--- config.mk ---
export PLATFORM = sky130hd
export DESIGN_NAME = vga_sync_decoder
export DESIGN_NICKNAME = d
export VERILOG_FILES = /design/src/rtl/vga_sync_decoder.sv
export SDC_FILE = /design/constraint.sdc
export NUM_CORES = 1
export LEC_CHECK = 0
export ABC_AREA = 1
export BUFFER_PORTS_ARGS = -buffer_cell sky130_fd_sc_hd__clkbuf_2
export CORE_UTILIZATION = 50
export DETAILED_ROUTE_END_ITERATION = 8
export GPL_ROUTABILITY_DRIVEN = 0
export PLACE_DENSITY = 0.69
export SYNTH_ARGS = -nofsm -noshare
export SYNTH_HDL_FRONTEND = slang
export SYNTH_SLANG_ARGS = --single-unit
--- constraint.sdc ---
create_clock -name clk -period 2.61 [get_ports clk]
set_input_delay 0.1305 -clock clk [delete_from_list [all_inputs] [get_ports clk]]
set_output_delay 0.1305 -clock clk [all_outputs]
set_load 0.01 [all_outputs]
--- src/rtl/vga_sync_decoder.sv ---
// vga_sync_decoder
//   Receive side of the VGA timing interface. Recovers the pixel row and
//   column from an active-low Hsync/Vsync pair sampled on a pixel clock
//   enable, measures line length and frame height, and declares lock once
//   the timing has repeated for LOCK_FRAMES consecutive frames.
//
// Ports
//   clk          system clock
//   rst          synchronous, active-high reset
//   pix_ce       pixel clock enable; sampling and counting only when 1
//   Hsync        horizontal sync, active low
//   Vsync        vertical sync, active low
//   row          recovered active row, 0 outside the active window
//   col          recovered active column, 0 outside the active window
//   active       pixel inside the active window while locked
//   locked       timing lock achieved
//   err          one-clk pulse when lock is lost
//   line_len     most recently measured line length (ce cycles)
//   frame_lines  most recently measured frame height (lines)
module vga_sync_decoder #(
   parameter int H_ACT_START = 144,
   parameter int H_ACTIVE    = 640,
   parameter int V_ACT_START = 34,
   parameter int V_ACTIVE    = 480,
   parameter int LOCK_FRAMES = 2
) (
   input  logic        clk,
   input  logic        rst,
   input  logic        pix_ce,
   input  logic        Hsync,
   input  logic        Vsync,
   output logic [8:0]  row,
   output logic [9:0]  col,
   output logic        active,
   output logic        locked,
   output logic        err,
   output logic [10:0] line_len,
   output logic [9:0]  frame_lines
);

   localparam logic [10:0] H_MAX = 11'h7FF;
   localparam logic [9:0]  V_MAX = 10'h3FF;
   localparam logic [10:0] H_LO  = 11'(H_ACT_START);
   localparam logic [10:0] H_HI  = 11'(H_ACT_START + H_ACTIVE);
   localparam logic [9:0]  V_LO  = 10'(V_ACT_START);
   localparam logic [9:0]  V_HI  = 10'(V_ACT_START + V_ACTIVE);
   localparam int          MW    = $clog2(LOCK_FRAMES + 1);
   localparam logic [MW-1:0] MATCH_TGT = MW'(LOCK_FRAMES);

   typedef enum logic [1:0] {SEARCH, ACQUIRE, LOCKED} state_t;

   state_t        state, state_nxt;
   logic          hs_q, vs_q, vs_pend;
   logic [10:0]   h_cnt, h_inc;
   logic [9:0]    v_cnt, v_inc;
   logic [10:0]   ref_len, ref_len_nxt;
   logic [9:0]    ref_frame, ref_frame_nxt;
   logic          ref_vld, ref_vld_nxt;
   logic          frame_bad, frame_bad_nxt;
   logic [MW-1:0] match_cnt, match_nxt;
   logic          hs_fall, vs_fall, frame_bnd;
   logic          h_sat, v_sat, sat, len_bad, lose;
   logic          hwin, vwin;

   // Edge detects are qualified by pix_ce so every event below is a ce event.
   assign hs_fall   = pix_ce & hs_q & ~Hsync;
   assign vs_fall   = pix_ce & vs_q & ~Vsync;
   // A Vsync fall coincident with an Hsync fall makes that Hsync fall the boundary.
   assign frame_bnd = hs_fall & (vs_pend | vs_fall);

   // Saturating increments double as the new measurements (count + 1).
   assign h_inc = (h_cnt == H_MAX) ? H_MAX : h_cnt + 11'd1;
   assign v_inc = (v_cnt == V_MAX) ? V_MAX : v_cnt + 10'd1;

   assign h_sat   = pix_ce & ~hs_fall & (h_inc == H_MAX);
   assign v_sat   = hs_fall & ~frame_bnd & (v_inc == V_MAX);
   assign sat     = h_sat | v_sat;
   assign len_bad = hs_fall & (h_inc != ref_len);

   assign hwin = (h_cnt >= H_LO) && (h_cnt < H_HI);
   assign vwin = (v_cnt >= V_LO) && (v_cnt < V_HI);

   always_comb begin
      state_nxt     = state;
      match_nxt     = match_cnt;
      ref_len_nxt   = ref_len;
      ref_frame_nxt = ref_frame;
      ref_vld_nxt   = ref_vld;
      frame_bad_nxt = frame_bad;
      lose          = 1'b0;
      unique case (state)
         SEARCH: begin
            if (frame_bnd) begin
               state_nxt     = ACQUIRE;
               match_nxt     = '0;
               ref_len_nxt   = h_inc;
               ref_vld_nxt   = 1'b0;
               frame_bad_nxt = 1'b0;
            end
         end
         ACQUIRE: begin
            if (sat) begin
               state_nxt = SEARCH;
            end else if (frame_bnd) begin
               // The line closed by this boundary still belongs to the frame being judged.
               if (ref_vld && !frame_bad && !len_bad && (v_inc == ref_frame))
                  match_nxt = match_cnt + MW'(1);
               else
                  match_nxt = '0;
               ref_frame_nxt = v_inc;
               ref_vld_nxt   = 1'b1;
               ref_len_nxt   = h_inc;
               frame_bad_nxt = 1'b0;
               if (match_nxt == MATCH_TGT)
                  state_nxt = LOCKED;
            end else if (len_bad) begin
               frame_bad_nxt = 1'b1;
            end
         end
         LOCKED: begin
            if (sat || len_bad || (frame_bnd && (v_inc != ref_frame))) begin
               lose      = 1'b1;
               state_nxt = SEARCH;
            end
         end
         default: state_nxt = SEARCH;
      endcase
   end

   always_ff @(posedge clk) begin
      if (rst) begin
         state     <= SEARCH;
         locked    <= 1'b0;
         err       <= 1'b0;
         match_cnt <= '0;
         ref_len   <= '0;
         ref_frame <= '0;
         ref_vld   <= 1'b0;
         frame_bad <= 1'b0;
      end else begin
         // lose is only ever set on a ce, so err always clears on the next clk.
         err <= lose;
         if (pix_ce) begin
            state     <= state_nxt;
            locked    <= (state_nxt == LOCKED);
            match_cnt <= match_nxt;
            ref_len   <= ref_len_nxt;
            ref_frame <= ref_frame_nxt;
            ref_vld   <= ref_vld_nxt;
            frame_bad <= frame_bad_nxt;
         end
      end
   end

   always_ff @(posedge clk) begin
      if (rst) begin
         hs_q        <= 1'b1;
         vs_q        <= 1'b1;
         vs_pend     <= 1'b0;
         h_cnt       <= '0;
         v_cnt       <= '0;
         line_len    <= '0;
         frame_lines <= '0;
      end else if (pix_ce) begin
         hs_q <= Hsync;
         vs_q <= Vsync;
         if (hs_fall) begin
            h_cnt    <= '0;
            line_len <= h_inc;
         end else begin
            h_cnt <= h_inc;
         end
         if (frame_bnd) begin
            v_cnt       <= '0;
            frame_lines <= v_inc;
            vs_pend     <= 1'b0;
         end else begin
            if (hs_fall)
               v_cnt <= v_inc;
            vs_pend <= vs_pend | vs_fall;
         end
      end
   end

   // Window outputs follow the counters by one clk; the subtraction is only
   // taken inside the window so it cannot wrap.
   always_ff @(posedge clk) begin
      if (rst) begin
         col    <= '0;
         row    <= '0;
         active <= 1'b0;
      end else begin
         col    <= hwin ? 10'(h_cnt - H_LO) : 10'd0;
         row    <= vwin ? 9'(v_cnt - V_LO) : 9'd0;
         active <= hwin & vwin & locked;
      end
   end

endmodule
After elaboration in Yosys (flattened, before gate mapping):

Cells that the tools add are included.

* add/subtract/negate cells: 5
* order comparisons: 4
* equal/unequal tests: 15
* muxes and demuxes: 32
* bitwise operators: 22
* reduce and logical (&&, ||, !) cells: 23

Operator list (count)
* 11-bit two-way mux: 4
* 10-bit two-way mux: 3
* 2-bit two-way mux: 12
* 11-bit equality test, second input constant: 2
* 11-bit case mux with 2 select lines: 1
* 10-bit equality test, second input constant: 2
* 1-bit AND: 12
* 11-bit by 1-bit adder with 11-bit output, second input constant: 1
* 11-bit by 8-bit greater-or-equal comparator with 1-bit output, second input constant: 1
* 11-bit by 10-bit less-than comparator with 1-bit output, second input constant: 1
* 11-bit inequality test: 1
* 10-bit by 1-bit adder with 10-bit output, second input constant: 1
* 10-bit equality test: 1
* 10-bit by 6-bit greater-or-equal comparator with 1-bit output, second input constant: 1
* 10-bit less-than comparator, second input constant: 1
* 10-bit inequality test: 1
* 5-bit AND reduction: 2
* 10-bit by 8-bit subtractor with 10-bit output, second input constant: 1
* 9-bit by 6-bit subtractor with 9-bit output, second input constant: 1
* 1-bit two-way mux: 8
* 1-bit inverter: 8
* 2-bit equality test, second input constant: 3
* 1-bit logical AND: 6
* 2-bit inequality test, second input constant: 3
* other kinds (15): 24

* bits in registers: 94
* input bits: 5
* output and inout port bits: 43
* logic and storage cells: 119

Longest topological paths before layout:

* depth after elaboration: 17
* gate-level depth with buffers: 19
* mapped depth without buffers: 18

Worst setup path after synthesis:

Ideal clock, no wire load.

* path kind: reg-to-reg
* start point: reg h_cnt[0]
* end point: reg ref_len[2]
* setup time: 0.134 ns
* data arrival time: 1.924 ns
* required time: 2.476 ns
* slack: 0.552 ns
* cell stages (with the launch flop): 16
* cell sequence: dfxtp_1 > ha_1 > nand2_1 > nor2_4 > nand3_2 > buf_6 > nand2_2 > nand2_1 > nor2_1 > nand3_1 > nand3_2 > o21ai_2 > nand2_4 > inv_2 > o21ai_0 > a31oi_1

* word-level cells in the longest chain between the ends: 7
* elaborated cells between the ends (all ways): 11
* classes of those cells: add/sub (1); eq/ne (3); mux (4); bitwise (2); reduce/logical (1)

Ends and longest elaborated chain
* from (decl): line 54 `logic [10:0] h_cnt, h_inc;`
* from (signal assigned): line 171 `h_cnt <= h_inc;`
* 11-bit by 1-bit adder with 11-bit output / 11-bit equality test (equally long branches): line 72 `assign h_inc = (h_cnt == H_MAX) ? H_MAX : h_cnt + 11'd1;`
* 11-bit two-way mux *: line 72
* 11-bit equality test: line 75 `assign h_sat = pix_ce & ~hs_fall & (h_inc == H_MAX);`
* 1-bit AND: line 75
* 1-bit bitwise OR: line 77 `assign sat = h_sat | v_sat;`
* 2-bit inequality test (no line)
* 3-bit AND reduction (no line)
* to (signal assigned): line 147 `ref_len <= ref_len_nxt;`
* to (decl): line 56 `logic [10:0] ref_len, ref_len_nxt;`

Every way passes the cells marked *; elsewhere a longest branch is shown, timed or not. The select of a mux whose other input is x is not followed.
A chain may end at the register's enable or synchronous reset.

Final worst setup path:

* start point: reg v_cnt[2]
* end point: reg ref_len[1]

* word-level cells in the longest chain between the ends: 7
* elaborated cells between the ends (all ways): 8
* classes of those cells: add/sub (1); eq/ne (3); mux (1); bitwise (2); reduce/logical (1)

Ends and longest elaborated chain
* from (decl): line 55 `logic [9:0] v_cnt, v_inc;`
* from (signal assigned): line 179 `v_cnt <= v_inc;`
* 10-bit by 1-bit adder with 10-bit output / 10-bit equality test (equally long branches): line 73 `assign v_inc = (v_cnt == V_MAX) ? V_MAX : v_cnt + 10'd1;`
* 10-bit two-way mux *: line 73
* 10-bit equality test *: line 76 `assign v_sat = hs_fall & ~frame_bnd & (v_inc == V_MAX);`
* 1-bit AND *: line 76
* 1-bit bitwise OR *: line 77
* 2-bit inequality test (no line) *
* 3-bit AND reduction (no line) *

Every way passes the cells marked *; elsewhere a longest branch is shown, timed or not.

==> results_tabular.tex <==
\begin{tabular}{lr}
\hline
Metric & Value \\
\hline
\multicolumn{2}{l}{\textbf{Min path}} \\
\quad Worst Hold Class & input port to flop \\
\quad Instance count along the most critical hold path & 3 \\
\multicolumn{2}{l}{\textbf{Layout}} \\
\quad Post-Route Utilization & 0.595 \\
\quad Most frequent standard cell in the layout excluding fill and tap cells & nand2\_1 \\
\quad Area Growth Syn to Fin & 12.8\% \\
\quad Fillers & 856 \\
\quad Ratio of cells with drive above 1 in the final layout & 0.167 \\
\quad Non-Filler Instances & 845 \\
\quad Antenna cell count & 0 \\
\quad Commonest cells after routing, fill and taps aside & nand2\_1 (167), dfxtp\_1 (91), inv\_1 (80) \\
\quad Total Nets Final & between 700 and 800 \\
\multicolumn{2}{l}{\textbf{Power and ir drop}} \\
\quad Part of the total power dissipated in sequential elements & 0.577 \\
\quad Switching share of total power & 0.259 \\
\quad Clock Power Share & 0.341 \\
\quad Portion of total power attributed to combinational logic & 0.081 \\
\quad Power per Cell Area & 486 mW/mm\^{}2 \\
\quad Pleak & 2.44 nW \\
\quad Total chip power & around 0.0026 W \\
\quad P\_int & about 0.0019 W \\
\quad Power spent charging and discharging nets & 0.000667 W \\
\quad Maximum vdd ir drop & 0.260 mV \\
\multicolumn{2}{l}{\textbf{Synthesis}} \\
\quad Post-Synthesis Mean Instance Area & between 6 and 7 sq um \\
\quad Share of synthesized area occupied by flip-flops and latches & 0.401 \\
\quad Number of standard cells after synthesis & 680 \\
\quad Cell accounting for the most synthesized area & dfxtp\_1 \\
\quad Flops \& latches, synth & between 90 and 100 \\
\quad Synth cell types & 32 \\
\quad Largest cells by area after synthesis & dfxtp\_1 (40\%), nand2\_1 (14\%), a21oi\_1 (6.7\%) \\
\quad Share of Yosys cell area claimed by the top area cell type & 0.401 \\
\quad Synthesized net count & 694 \\
\quad Synthesized area & between 0.004 and 0.005 sq mm \\
\quad Yosys synthesis warning count & 0 \\
\multicolumn{2}{l}{\textbf{GRT}} \\
\quad Pin count of the biggest net entering global routing & 38 \\
\quad Number of global-route vias before repair & 4,010 \\
\quad Overall Global Routing Usage & 0.249 \\
\quad Initial antenna violation count & 0 \\
\quad Remaining Overflow, GRT & 0 \\
\quad Global-route wire length before repair & 19,300 um \\
\multicolumn{2}{l}{\textbf{Worst setup path}} \\
\quad Cells along the critical path & ha\_1, nand2\_1, nor2\_4, nand3\_1, inv\_1, nand2\_1, nand2\_1, nor2\_1, nand3\_1, nand3\_2, o21ai\_2, nand2\_4, inv\_2, o21ai\_0, a31oi\_1 \\
\quad Count of cells along the worst register-to-register path & 15 \\
\quad Worst-path maximum fanout & 17 \\
\quad Element type at the critical path end & flop \\
\quad Maximum cell stage delay along the critical path & 0.46 ns \\
\quad WP data arrival & 2.72 ns \\
\quad Crit Path Class & flop to flop \\
\quad Endpoint required time on the critical path & 2.91 ns \\
\quad Setup slack, reg-to-reg & 0.18 ns \\
\quad Dominant cell type by count on the critical path & nand2\_1 \\
\quad Sort of element at the start of the critical path & flop \\
\quad Critical-path top delay cell & dfxtp\_1 \\
\multicolumn{2}{l}{\textbf{Timing}} \\
\quad Period Utilization, post-route & 0.930 \\
\quad Clock Skews & 0.0141 ns \\
\quad Number of setup violations in the final report & 0 \\
\quad Final critical delay including setup and external delays & 2.43 ns \\
\quad Count of endpoints failing hold in the final timing report & 0 \\
\quad Total count of max-transition violations in the final report & 0 \\
\quad Setup repair after global routing missed its margin & no \\
\quad Setup Total Neg Slack & 0 ns \\
\quad Maximum operating frequency & 0.412 GHz \\
\quad Rel. slew slack & 0.559 \\
\quad Worst hold margin & approximately 0.058 ns \\
\quad Transition time of the tightest slew-check pin & 0.660 ns \\
\multicolumn{2}{l}{\textbf{Place}} \\
\quad Total of buffers placed on input and output ports & 47 \\
\quad Placed wire-length estimate & $\sim$8400 um \\
\quad Dpl cells & between 800 and 900 \\
\multicolumn{2}{l}{\textbf{Floorplanning}} \\
\quad Number of rows in the core area & 34 \\
\quad Number of placed I/O pins & 48 \\
\quad Chip width & slightly below 100 um \\
\quad DIE HEIGHT & around 99 um \\
\quad Die area & 0.00977 sq mm \\
\quad Initial standard-cell utilization of the core & 0.527 \\
\quad Std-Cell Core Area & approximately 0.0089 sq mm \\
\multicolumn{2}{l}{\textbf{Clock network}} \\
\quad Total clock buffers created by CTS & 9 \\
\quad \# hold bufs at CTS & 0 \\
\quad Root buffer selected by CTS & clkbuf\_8 \\
\quad H-tree levels & 3 \\
\quad Clock-pin slew on the worst setup and hold paths & 0.09 ns \\
\quad Clock tree from TritonCTS & done \\
\quad Longest Clk Path Bufs & 2 \\
\quad Later-pin clock latency in the skew report & 0.36 ns \\
\quad Clock sink count & 94 \\
\multicolumn{2}{l}{\textbf{Status}} \\
\quad Result of the run & finished clean \\
\multicolumn{2}{l}{\textbf{Detailed routing}} \\
\quad DRC violation total after the first TritonRoute iteration & approximately 360 \\
\quad Number of remaining DRC errors & 0 \\
\quad Wire length per cell & 13.8 um \\
\quad Number of routed nets with antenna violations & 0 \\
\quad Count of TritonRoute iterations in the first routing pass & 5 \\
\quad Number of vias after detailed routing & 4,522 \\
\quad Average via count per standard cell & 5.35 \\
\quad Overall routed net length & 11,600 um \\
\multicolumn{2}{l}{\textbf{Run}} \\
\quad Max-cap violations & 0 \\
\hline
\end{tabular}
[power groups by stage]
stage | combinational (W) | clock [W] | sequential (W)
5_1_grt | 0.000235 | 0.000967 | 0.00149
6_report | 0.000209 | 0.000877 | 0.00148
3_5_place_dp | 0.000207 | 0 | 0.00152
2_1_floorplan | 0.000131 | 0 | 0.00152
3_3_place_gp | 0.000208 | 0 | 0.00152
4_1_cts | 0.000209 | 0.000896 | 0.00148
[registers in the layout, summed over array words and instances (netlist names)]
name         count
vs_q             1
vs_pend          1
hs_q             1
ref_frame       10
ref_len         11
frame_lines     10
line_len        11
row              9
state            2
match_cnt        2
v_cnt           10
err              1
col             10
frame_bad        1
h_cnt           11
active           1
locked           1
ref_vld          1
[area by class of cell]
class / count / area [sq um] / area share
clock buffer: 10 / 138 / 0.0260
clock inverter: 5 / 36.3 / 0.00686
inverter: 86 / 323 / 0.0611
multi-input combinational: 474 / 2360 / 0.446
sequential: 94 / 1890 / 0.358
tap: 108 / 135 / 0.0256
timing repair buffer: 68 / 405 / 0.0767
[cell usage after synthesis]
cell type,instances
nand3_2,5
nor3_1,6
nand4_1,11
inv_1,80
xnor2_1,4
a21oi_1,63
nand3_4,1
or2_2,2
nor2_2,4
nand2_2,8
nand3b_1,2
o211ai_1,3
dfxtp_1,94
o21ai_2,1
buf_6,3
xor2_1,7
a211oi_1,1
ha_1,9
a31oi_1,7
o21ai_0,51
nor2_1,67
inv_2,2
buf_2,6
buf_4,5
clkinv_1,4
clkbuf_1,13
o21ai_1,2
a32o_1,1
nor2_4,5
nand2_1,169
nand2_4,3
nand3_1,41
[worst max-delay path, delay by kind of cell, from the launching register on]
family / cells / cell delay, ns
simple gates: 9 / 1.09
flops: 1 / 0.46
compound gates: 3 / 0.35
buf+inv: 2 / 0.25
fa+ha+maj: 1 / 0.21
[worst paths after layout]
| check | startpoint | end |
|---|---|---|
| max | v_cnt[2] | ref_len[1] |
| min | Hsync | hs_q |
| max reg2reg | v_cnt[2] | ref_len[1] |
| min reg2reg | frame_bad | frame_bad |
[repair_timing]
action / CTS / global route
resized for setup: 0 / 11
setup buffers: 0 / 3
setup endpoints to repair: 0 / 18
endpoints found under the hold margin: 0 / 0
[stage by stage]
step / area, sq um / setup WS (ns)
2_1_floorplan: 4690 / 0.552
3_3_place_gp: 5050 / 0.195
3_5_place_dp: 5050 / 0.0306
4_1_cts: 5230 / 0.00603
5_1_grt: 5290 / 0.00831
6_report: 5290 / 0.183
[per-layer routing]
metal	track usage	routed length, um	vias up
li1	-	-	2281
met1	0.382	5870	2036
met2	0.342	4670	182
met3	0.0482	900	23
met4	0.0918	187	0
met5	0	0	-
[logic make-up (layout without fill, tap and decap cells)]
| logic type | after synthesis | in the layout | synth area share |
|---|---|---|---|
| AOI/OAI and AO/OA | 129 | 129 | 0.144 |
| adders and majority gates | 9 | 9 | 0.0240 |
| buffers and inverters | 113 | 169 | 0.101 |
| xor gates and xnor gates | 11 | 11 | 0.0206 |
| DFF | 94 | 94 | 0.401 |
| and+or+nand+nor | 324 | 325 | 0.309 |
Note: power is estimated with default switching activity, not from simulation.
